File: src/rtl/nand_unit_arbiter.sv
// Round-robin scheduler sharing one registered NAND/INVERT unit between NREQ requesters.
// Latency: request handshake in cycle T, tagged result valid in cycle T+2; one op per 3 cycles at best.
// Backpressure: requesters hold until req_ready; the result is held stable until rsp_ready.
module nand_unit_arbiter #(
  parameter  int NREQ  = 4,
  parameter  int WIDTH = 8,
  localparam int IDW   = $clog2(NREQ)
) (
  input  logic                    clk,
  input  logic                    rst_n,
  input  logic [NREQ-1:0]         req_valid,
  output logic [NREQ-1:0]         req_ready,
  input  logic [NREQ-1:0]         req_op,
  input  logic [NREQ*WIDTH-1:0]   req_a,
  input  logic [NREQ*WIDTH-1:0]   req_b,
  output logic                    rsp_valid,
  input  logic                    rsp_ready,
  output logic [IDW-1:0]          rsp_id,
  output logic [WIDTH-1:0]        rsp_q
);

  typedef enum logic [1:0] {IDLE, EXEC, RESP} state_t;

  state_t           r_state;
  state_t           w_state_nxt;
  logic             r_live;
  logic [IDW-1:0]   r_rr_ptr;
  logic [IDW-1:0]   r_gnt;
  logic             r_op;
  logic [WIDTH-1:0] r_a;
  logic [WIDTH-1:0] r_b;
  logic [WIDTH-1:0] r_rsp_q;
  logic [IDW-1:0]   r_rsp_id;

  logic             w_found;
  logic [IDW-1:0]   w_gnt;
  logic [NREQ-1:0]  w_req_ready;
  logic             w_take;
  logic [WIDTH-1:0] w_result;

  // Marks the first edge after reset release; no grant is offered before it.
  always_ff @(posedge clk or negedge rst_n) begin
    if (!rst_n) r_live <= 1'b0;
    else        r_live <= 1'b1;
  end

  // Round-robin search: first valid requester starting at rr_ptr, wrapping modulo NREQ.
  always_comb begin
    w_found = 1'b0;
    w_gnt   = '0;
    for (int k = 0; k < NREQ; k++) begin
      if (!w_found && req_valid[(int'(r_rr_ptr) + k) % NREQ]) begin
        w_found = 1'b1;
        w_gnt   = IDW'((int'(r_rr_ptr) + k) % NREQ);
      end
    end
  end

  // FSM state register.
  always_ff @(posedge clk or negedge rst_n) begin
    if (!rst_n) r_state <= IDLE;
    else        r_state <= w_state_nxt;
  end

  // FSM next state and the one-hot accept strobe.
  always_comb begin
    w_state_nxt = r_state;
    w_req_ready = '0;
    w_take      = 1'b0;
    unique case (r_state)
      IDLE: begin
        if (r_live && w_found) begin
          w_req_ready[w_gnt] = 1'b1;
          w_take             = 1'b1;
          w_state_nxt        = EXEC;
        end
      end
      EXEC:    w_state_nxt = RESP;
      RESP:    if (rsp_ready) w_state_nxt = IDLE;
      default: w_state_nxt = IDLE;
    endcase
  end

  // The shared evaluation unit: b is ignored for INVERT.
  assign w_result = r_op ? ~r_a : ~(r_a & r_b);

  // Operand capture on accept, result registration in EXEC, pointer advance on completion.
  always_ff @(posedge clk or negedge rst_n) begin
    if (!rst_n) begin
      r_rr_ptr <= '0;
      r_gnt    <= '0;
      r_op     <= 1'b0;
      r_a      <= '0;
      r_b      <= '0;
      r_rsp_q  <= '0;
      r_rsp_id <= '0;
    end else begin
      if (w_take) begin
        r_gnt <= w_gnt;
        r_op  <= req_op[w_gnt];
        r_a   <= req_a[int'(w_gnt)*WIDTH +: WIDTH];
        r_b   <= req_b[int'(w_gnt)*WIDTH +: WIDTH];
      end
      if (r_state == EXEC) begin
        r_rsp_q  <= w_result;
        r_rsp_id <= r_gnt;
      end
      if (r_state == RESP && rsp_ready) begin
        r_rr_ptr <= (r_gnt == IDW'(NREQ-1)) ? '0 : r_gnt + IDW'(1);
      end
    end
  end

  assign req_ready = w_req_ready;
  assign rsp_valid = (r_state == RESP);
  assign rsp_q     = r_rsp_q;
  assign rsp_id    = r_rsp_id;

endmodule

File: config.mk
export PLATFORM = sky130hd
export DESIGN_NAME = nand_unit_arbiter
export DESIGN_NICKNAME = d
export VERILOG_FILES = /design/src/rtl/nand_unit_arbiter.sv
export SDC_FILE = /design/constraint.sdc
export NUM_CORES = 1
export LEC_CHECK = 0
export ABC_AREA = 1
export BUFFER_PORTS_ARGS = -buffer_cell sky130_fd_sc_hd__buf_2
export CAP_MARGIN = 20
export CORE_ASPECT_RATIO = 1.4
export CORE_MARGIN = 2
export CORE_UTILIZATION = 45
export CTS_BUF_LIST = sky130_fd_sc_hd__clkbuf_16
export CTS_CLUSTER_DIAMETER = 150
export CTS_CLUSTER_SIZE = 25
export DETAILED_ROUTE_END_ITERATION = 16
export GPL_TIMING_DRIVEN = 0
export PLACE_DENSITY = 0.74
export RECOVER_POWER = 25
export SLEW_MARGIN = 40
export SYNTH_ARGS = -nofsm -noshare
export SYNTH_HDL_FRONTEND = slang
export SYNTH_SLANG_ARGS = --single-unit
File: constraint.sdc
create_clock -name clk -period 2.1 [get_ports clk]
set_input_delay 0.315 -clock clk [delete_from_list [all_inputs] [get_ports clk]]
set_output_delay 0.315 -clock clk [all_outputs]
set_load 0.05 [all_outputs]
Yosys cells after proc, flatten, opt, wreduce, memory -nomap -nowiden
Cells that the tools add are included.

operators by class
  add/sub/neg operators = 4
  multiply operators = 0
  divide/modulo/power cells = 0
  magnitude comparators = 6
  equality and inequality tests = 5
  shift-type cells = 2
  muxes and demuxes = 32
  bitwise operators = 6
  reductions and logical operators = 14

operator list
  kind                                                         count
  variable part select 32 x 6 -> 8 bit                         2
  inverter 8 bit                                               2
  2-to-1 mux 1 bit                                             15
  2-to-1 mux 2 bit                                             7
  less-than comparator 3 x 4 -> 1 bit (second input constant)  3
  binary-select mux 1 bit (select 2 bit)                       5
  bitwise AND 8 bit                                            1
  2-to-1 mux 4 bit                                             2
  2-to-1 mux 8 bit                                             1
  logical AND 1 bit                                            6
  less-than comparator 2 x 3 -> 1 bit (second input constant)  2
  one-hot mux 2 bit (3 select lines)                           1
  OR reduction 2 bit                                           3
  adder 2 x 1 -> 2 bit (second input constant)                 2
  adder 2 bit (second input constant)                          2
  == test 2 bit (second input constant)                        2
  bitwise AND 1 bit (first input constant)                     3
  logical NOT 1 bit                                            3
  demux 1 bit (select 2 bit)                                   1
  == test 2 x 1 -> 1 bit (second input constant)               1
  >= comparator 2 x 1 -> 1 bit (second input constant)         1
  logical NOT 2 bit                                            1
  != test 2 x 1 -> 1 bit (second input constant)               1
  != test 2 bit (second input constant)                        1
  AND reduction 2 bit                                          1

storage, ports and cells
  register bits after elaboration = 34
  latch bits = 0
  RAM bits = 0
  bits in read-only memories = 0
  input bits = 75
  output and inout port bits = 15
  memories kept = 0

Depth between registers and ports, before layout
  depth after elaboration = 20
  depth in mapped cells = 15

Worst setup path before layout
Ideal clock, no wire load.

  kind = reg2out
  start = register r_rr_ptr[0]
  end = output port req_ready[1]
  arrival time = 2428 ps
  data required time = 1785 ps
  setup slack = -643 ps
  cell stages (with the launch flop) = 11
  path through = dfrtp_1 > buf_6 > nand2_2 > nand3_1 > nand2_1 > inv_1 > nand3_4 > nand3_4 > buf_6 > buf_4 > nor3_1

on the way
  cells in the longest elaborated chain, start to end = 18

RTL lines
  what                                                                                                              RTL line  source
  start, declared                                                                                                   27        logic [IDW-1:0] r_rr_ptr;
  start signal, assigned                                                                                            109       r_rr_ptr <= (r_gnt == IDW'(NREQ-1)) ? '0 : r_gnt + IDW'(1);
  adder 2 x 1 -> 2 bit / binary-select mux 1 bit (select 2 bit) (equally long branches)                             52, 54
  binary-select mux 1 bit (select 2 bit) / 2-to-1 mux 1 bit (equally long branches)                                 52        if (!w_found && req_valid[(int'(r_rr_ptr) + k) % NREQ]) begin
  2-to-1 mux 1 bit (implied by the code)                                                                            52
  2-to-1 mux 1 bit (implied by the code) / logical NOT 1 bit (equally long branches)                                52
  logical AND 1 bit                                                                                                 52
  2-to-1 mux 1 bit                                                                                                  52
  logical NOT 1 bit                                                                                                 52
  logical AND 1 bit                                                                                                 52
  (+2 left out)                                                                                                     --
  logical AND 1 bit                                                                                                 52
  2-to-1 mux 2 bit                                                                                                  52
  less-than comparator 2 x 3 -> 1 bit (implied by the code) / >= comparator 2 x 1 -> 1 bit (equally long branches)  73        w_req_ready[w_gnt] = 1'b1;
  logical AND 1 bit (implied by the code)                                                                           73
  2-to-1 mux 1 bit (implied by the code)                                                                            73
  demux 1 bit (select 2 bit)                                                                                        73
  2-to-1 mux 4 bit *                                                                                                72        if (r_live && w_found) begin
  2-to-1 mux 4 bit *                                                                                                70        unique case (r_state)
  end, declared                                                                                                     12        output logic [NREQ-1:0] req_ready,

Every way passes the cells marked *; elsewhere a longest branch is shown, timed or not. The select of a mux whose other input is x is not followed.

Worst setup path after layout
  start = register r_rr_ptr[1]
  end = output port req_ready[2]

Same word-level chain as after synthesis.

==> summary.txt <==
STA
  – Unrepaired setup endpoints after global routing: yes
  – Clock period minus final worst setup slack: 2.415 ns
  – Clock skew after layout: a little over 0.003 ns
  – Final Worst Setup Slack: -0.3153 ns
  – Max Clock Freq: ~0.41 GHz
  – Final-report hold violation count: 0
  – Worst slew margin relative to its limit: -19.11%
  – Worst hold slack: about 0.24 ns
  – Number of setup violations in the final report: 21
  – Ratio of final minimum period to clock period: 115.0%
  – Actual slew at the worst max-slew pin: between 1.5 and 2 ns
  – Final slew viol count: 35

Logic synthesis
  – Flop and latch count out of synthesis: 34
  – Cell Area, Synth: ~2500 um^2
  – Synth area leaders: sky130_fd_sc_hd__dfrtp_1 (35%), sky130_fd_sc_hd__nand2_1 (20%), sky130_fd_sc_hd__nand3_1 (12%)
  – Average instance area after synthesis: between 6 and 7 um^2
  – Library cell with the highest instance count after synthesis: sky130_fd_sc_hd__nand2_1
  – Leading register cell type out of synthesis: sky130_fd_sc_hd__dfrtp_1
  – Cells after Synth: 371
  – Top cell type's share of synthesized area: 34.69%
  – Async S/R FF share, synth: 100.0%
  – Most frequent cells after synthesis: sky130_fd_sc_hd__nand2_1 (131), sky130_fd_sc_hd__nand3_1 (60), sky130_fd_sc_hd__inv_1 (56), sky130_fd_sc_hd__dfrtp_1 (34), sky130_fd_sc_hd__or2_2 (15)
  – Proportion of synthesized chip area in sequential cells: between 30% and 40%
  – Largest area contributor in the synthesized netlist: sky130_fd_sc_hd__dfrtp_1
  – Count of different cell masters after synthesis: 27
  – Net Count, Synth: between 400 and 500
  – Number of flops mapped to enable cells by yosys: 0
  – Yosys warning count: 0

Setup path
  – Critical path required time: about 1.8 ns
  – Register-to-Register Path Depth: 17
  – Kind of critical path: reg2out
  – Data arrival time of the critical path: 2.10 ns
  – Kind of capture point of the worst setup path: primary output
  – Worst Path Max Fanout: 6
  – Flop2flop setup slack: -0.15 ns
  – RR Startpoint: r_rr_ptr[1]$_DFFE_PN0P_
  – Kind of launch point of the worst setup path: flop
  – Destination of the worst register-to-register timing path: r_a[0]$_DFFE_PN0P_

Power and ir drop
  – Max IR drop VDD: between 1 and 1.5 mV
  – Leakage power figure: roughly 2.2 nW
  – Power density relative to cell area: approximately 2000 nW/um^2

Placement
  – DP Wirelength: approximately 4800 um
  – Buffers on Ports: 89
  – Last weighted congestion value of the routability-driven placer: ~0.8
  – Pre-CTS setup slack: -0.2074 ns

Global route
  – Number of global-route vias before repair: roughly 2600
  – Pin count of the biggest net entering global routing: 35
  – Total overflow reported by the global router: 0
  – Global-route usage over all layers: ~22%
  – First-pass GRT wire length: 10510 um
  – Antenna violations before repair: 0

Route
  – Total vias in the final route: roughly 2900
  – Number of optimization iterations in the first detailed-route pass: 4
  – Wire length reported by the detailed router: between 7000 and 8000 um
  – DRC violations left: 0
  – Violation count after the first detailed-routing iteration: 112
  – Routed length per instance: 13.64 um
  – Detailed-route vias per instance: ~5.0
  – Final ANT Viol Nets: 0

Die
  – Row count: 31
  – Starting density of the core: 47.18%
  – Die W: roughly 66 um
  – Die area: approximately 6100 um^2
  – I/O pins: 90
  – Floorplan die height: just over 90 um
  – Area of the core: a little over 5000 um^2

CTS
  – Worst skew pair latency: ~0.28 ns
  – H-tree depth: 2
  – Number of sinks on the clock net: 34
  – CTS max path bufs: 2
  – Cell at the root of the clock tree: sky130_fd_sc_hd__clkbuf_16
  – Clock edge transition at the registers on the reported setup and hold paths: about 0.05 ns
  – Total clock buffers created by CTS: 5
  – Clock tree from TritonCTS: done

Cells and area
  – Layout Area Growth over Synthesis: 59.64%
  – Final layout net count: about 580
  – Fraction of final layout cells with drive strength greater than 1: between 40 and 50%
  – Fill cells: 394
  – Number of inserted diodes: 0

Worst hold path
  – Worst min-delay path endpoint: r_state[1]$_DFFE_PN0P_
  – Hold Startpoint: rsp_ready
  – Min-Delay Path Depth: 2
  – Worst min-delay path category: in2reg

Run status
  – Outcome: finished, violations left
  – Violated checks: capacitance limit, slew limit, setup timing

Run
  – # Max-Cap Violations: 1
## sequential cells by signal, indices dropped and copies added (netlist names)
signal    cells
r_a           8
r_b           8
rsp_q         8
r_gnt         2
r_rr_ptr      2
r_state       2
rsp_id        2
r_live        1
r_op          1
## cells by family after synthesis
logic type      Yosys count  share of synthesized area, %
simple gates            243                         47.45
buf+inv                  77                         13.77
flops                    34                         34.69
compound gates           15                         3.418
fa+ha+maj                 1                        0.5101
other cells               1                        0.1529
## through the flow
stage	power, mW	utilization [%]	std cells	instance area, um^2	setup TNS [ns]
2_1_floorplan	4.172	-	371	2481	-0.4128
3_3_place_gp	4.968	57.90	526	3009	-0.5587
3_5_place_dp	5.020	57.90	526	3009	-0.5972
4_1_cts	6.108	64.11	547	3332	-1.034
5_1_grt	8.521	75.33	573	3915	-4.886
6_report	8.006	75.33	573	3915	-2.213
## report_power, final
part	leakage (nW)	switching, mW	internal (mW)	total, mW
combinational	1.72	3.36	2.76	6.12
clock	0.0724	0.259	0.428	0.687
sequential	0.413	0.213	0.989	1.20
total	2.20	3.83	4.18	8.01
## routing by layer
| layer | share of wire, % | global-route usage [%] | up-vias |
|---|---|---|---|
| li1 | - | - | 1403 |
| met1 | 35 | 24.16 | 1356 |
| met2 | 58 | 41.17 | 92 |
| met3 | 4.3 | 3.470 | 23 |
| met4 | 2.3 | 6.122 | 0 |
| met5 | 0 | 0 | - |
## what timing repair did
item	CTS	global route
hold buffers	0	0
setup buffers	13	25
resized for setup	29	81
pin swaps	9	21
endpoints found under the setup margin	4	20
cloned	1	3
## final cells by class
class                           instances  area (um^2)  area share, %
Multi-Input combinational cell        260         1558          39.79
Timing Repair Buffer                  130        889.6          22.72
Sequential cell                        34        852.1          21.76
Inverter                               63        255.2          6.520
Buffer                                 11        133.9          3.420
Clock buffer                            5        125.1          3.196
Tap cell                               66        82.58          2.109
Clock inverter                          3        12.51         0.3196
Timing Repair inverter                  1        6.256         0.1598
## cells in the final DEF (no fill, tap or decap), types with 5 or more instances in the layout
| cell type | count |
|---|---|
| sky130_fd_sc_hd__buf_6 | 10 |
| sky130_fd_sc_hd__nand3_4 | 8 |
| sky130_fd_sc_hd__or2_2 | 6 |
| sky130_fd_sc_hd__or2_1 | 7 |
| sky130_fd_sc_hd__buf_2 | 85 |
| sky130_fd_sc_hd__inv_1 | 56 |
| sky130_fd_sc_hd__dfrtp_1 | 33 |
| sky130_fd_sc_hd__nor2_4 | 5 |
| sky130_fd_sc_hd__o21ai_0 | 11 |
| sky130_fd_sc_hd__nand3_2 | 16 |
| sky130_fd_sc_hd__nand2_2 | 15 |
| sky130_fd_sc_hd__nand3_1 | 44 |
| sky130_fd_sc_hd__buf_8 | 6 |
| sky130_fd_sc_hd__buf_4 | 30 |
| sky130_fd_sc_hd__or2_4 | 9 |
| sky130_fd_sc_hd__nand2_4 | 10 |
| sky130_fd_sc_hd__nand2_1 | 114 |
| sky130_fd_sc_hd__clkbuf_16 | 8 |
## critical path: stages, from the launching register on
cell	delay [ns]
sky130_fd_sc_hd__dfrtp_2	0.45
sky130_fd_sc_hd__clkinv_4	0.12
sky130_fd_sc_hd__nand2_2	0.10
sky130_fd_sc_hd__nand2_4	0.07
sky130_fd_sc_hd__nand2_2	0.09
sky130_fd_sc_hd__nand2_2	0.07
sky130_fd_sc_hd__nor2_4	0.18
sky130_fd_sc_hd__nand3_4	0.11
sky130_fd_sc_hd__nand2_4	0.08
sky130_fd_sc_hd__nor2_4	0.06
sky130_fd_sc_hd__buf_4	0.14
sky130_fd_sc_hd__nor3_4	0.18
sky130_fd_sc_hd__buf_6	0.18
## worst max path at each step
stage,from,to,slack [ns]
5_1_grt,r_rr_ptr[0]$_DFFE_PN0P_,req_ready[1],-0.41
6_report,r_rr_ptr[1]$_DFFE_PN0P_,req_ready[2],-0.32
3_5_place_dp,r_rr_ptr[0]$_DFFE_PN0P_,req_ready[3],-0.21
2_1_floorplan,r_rr_ptr[0]$_DFFE_PN0P_,req_ready[0],-0.19
4_1_cts,r_rr_ptr[0]$_DFFE_PN0P_,req_ready[3],-0.27
3_3_place_gp,r_rr_ptr[0]$_DFFE_PN0P_,req_ready[3],-0.19
No activity file was read; power rests on OpenSTA's default activity.
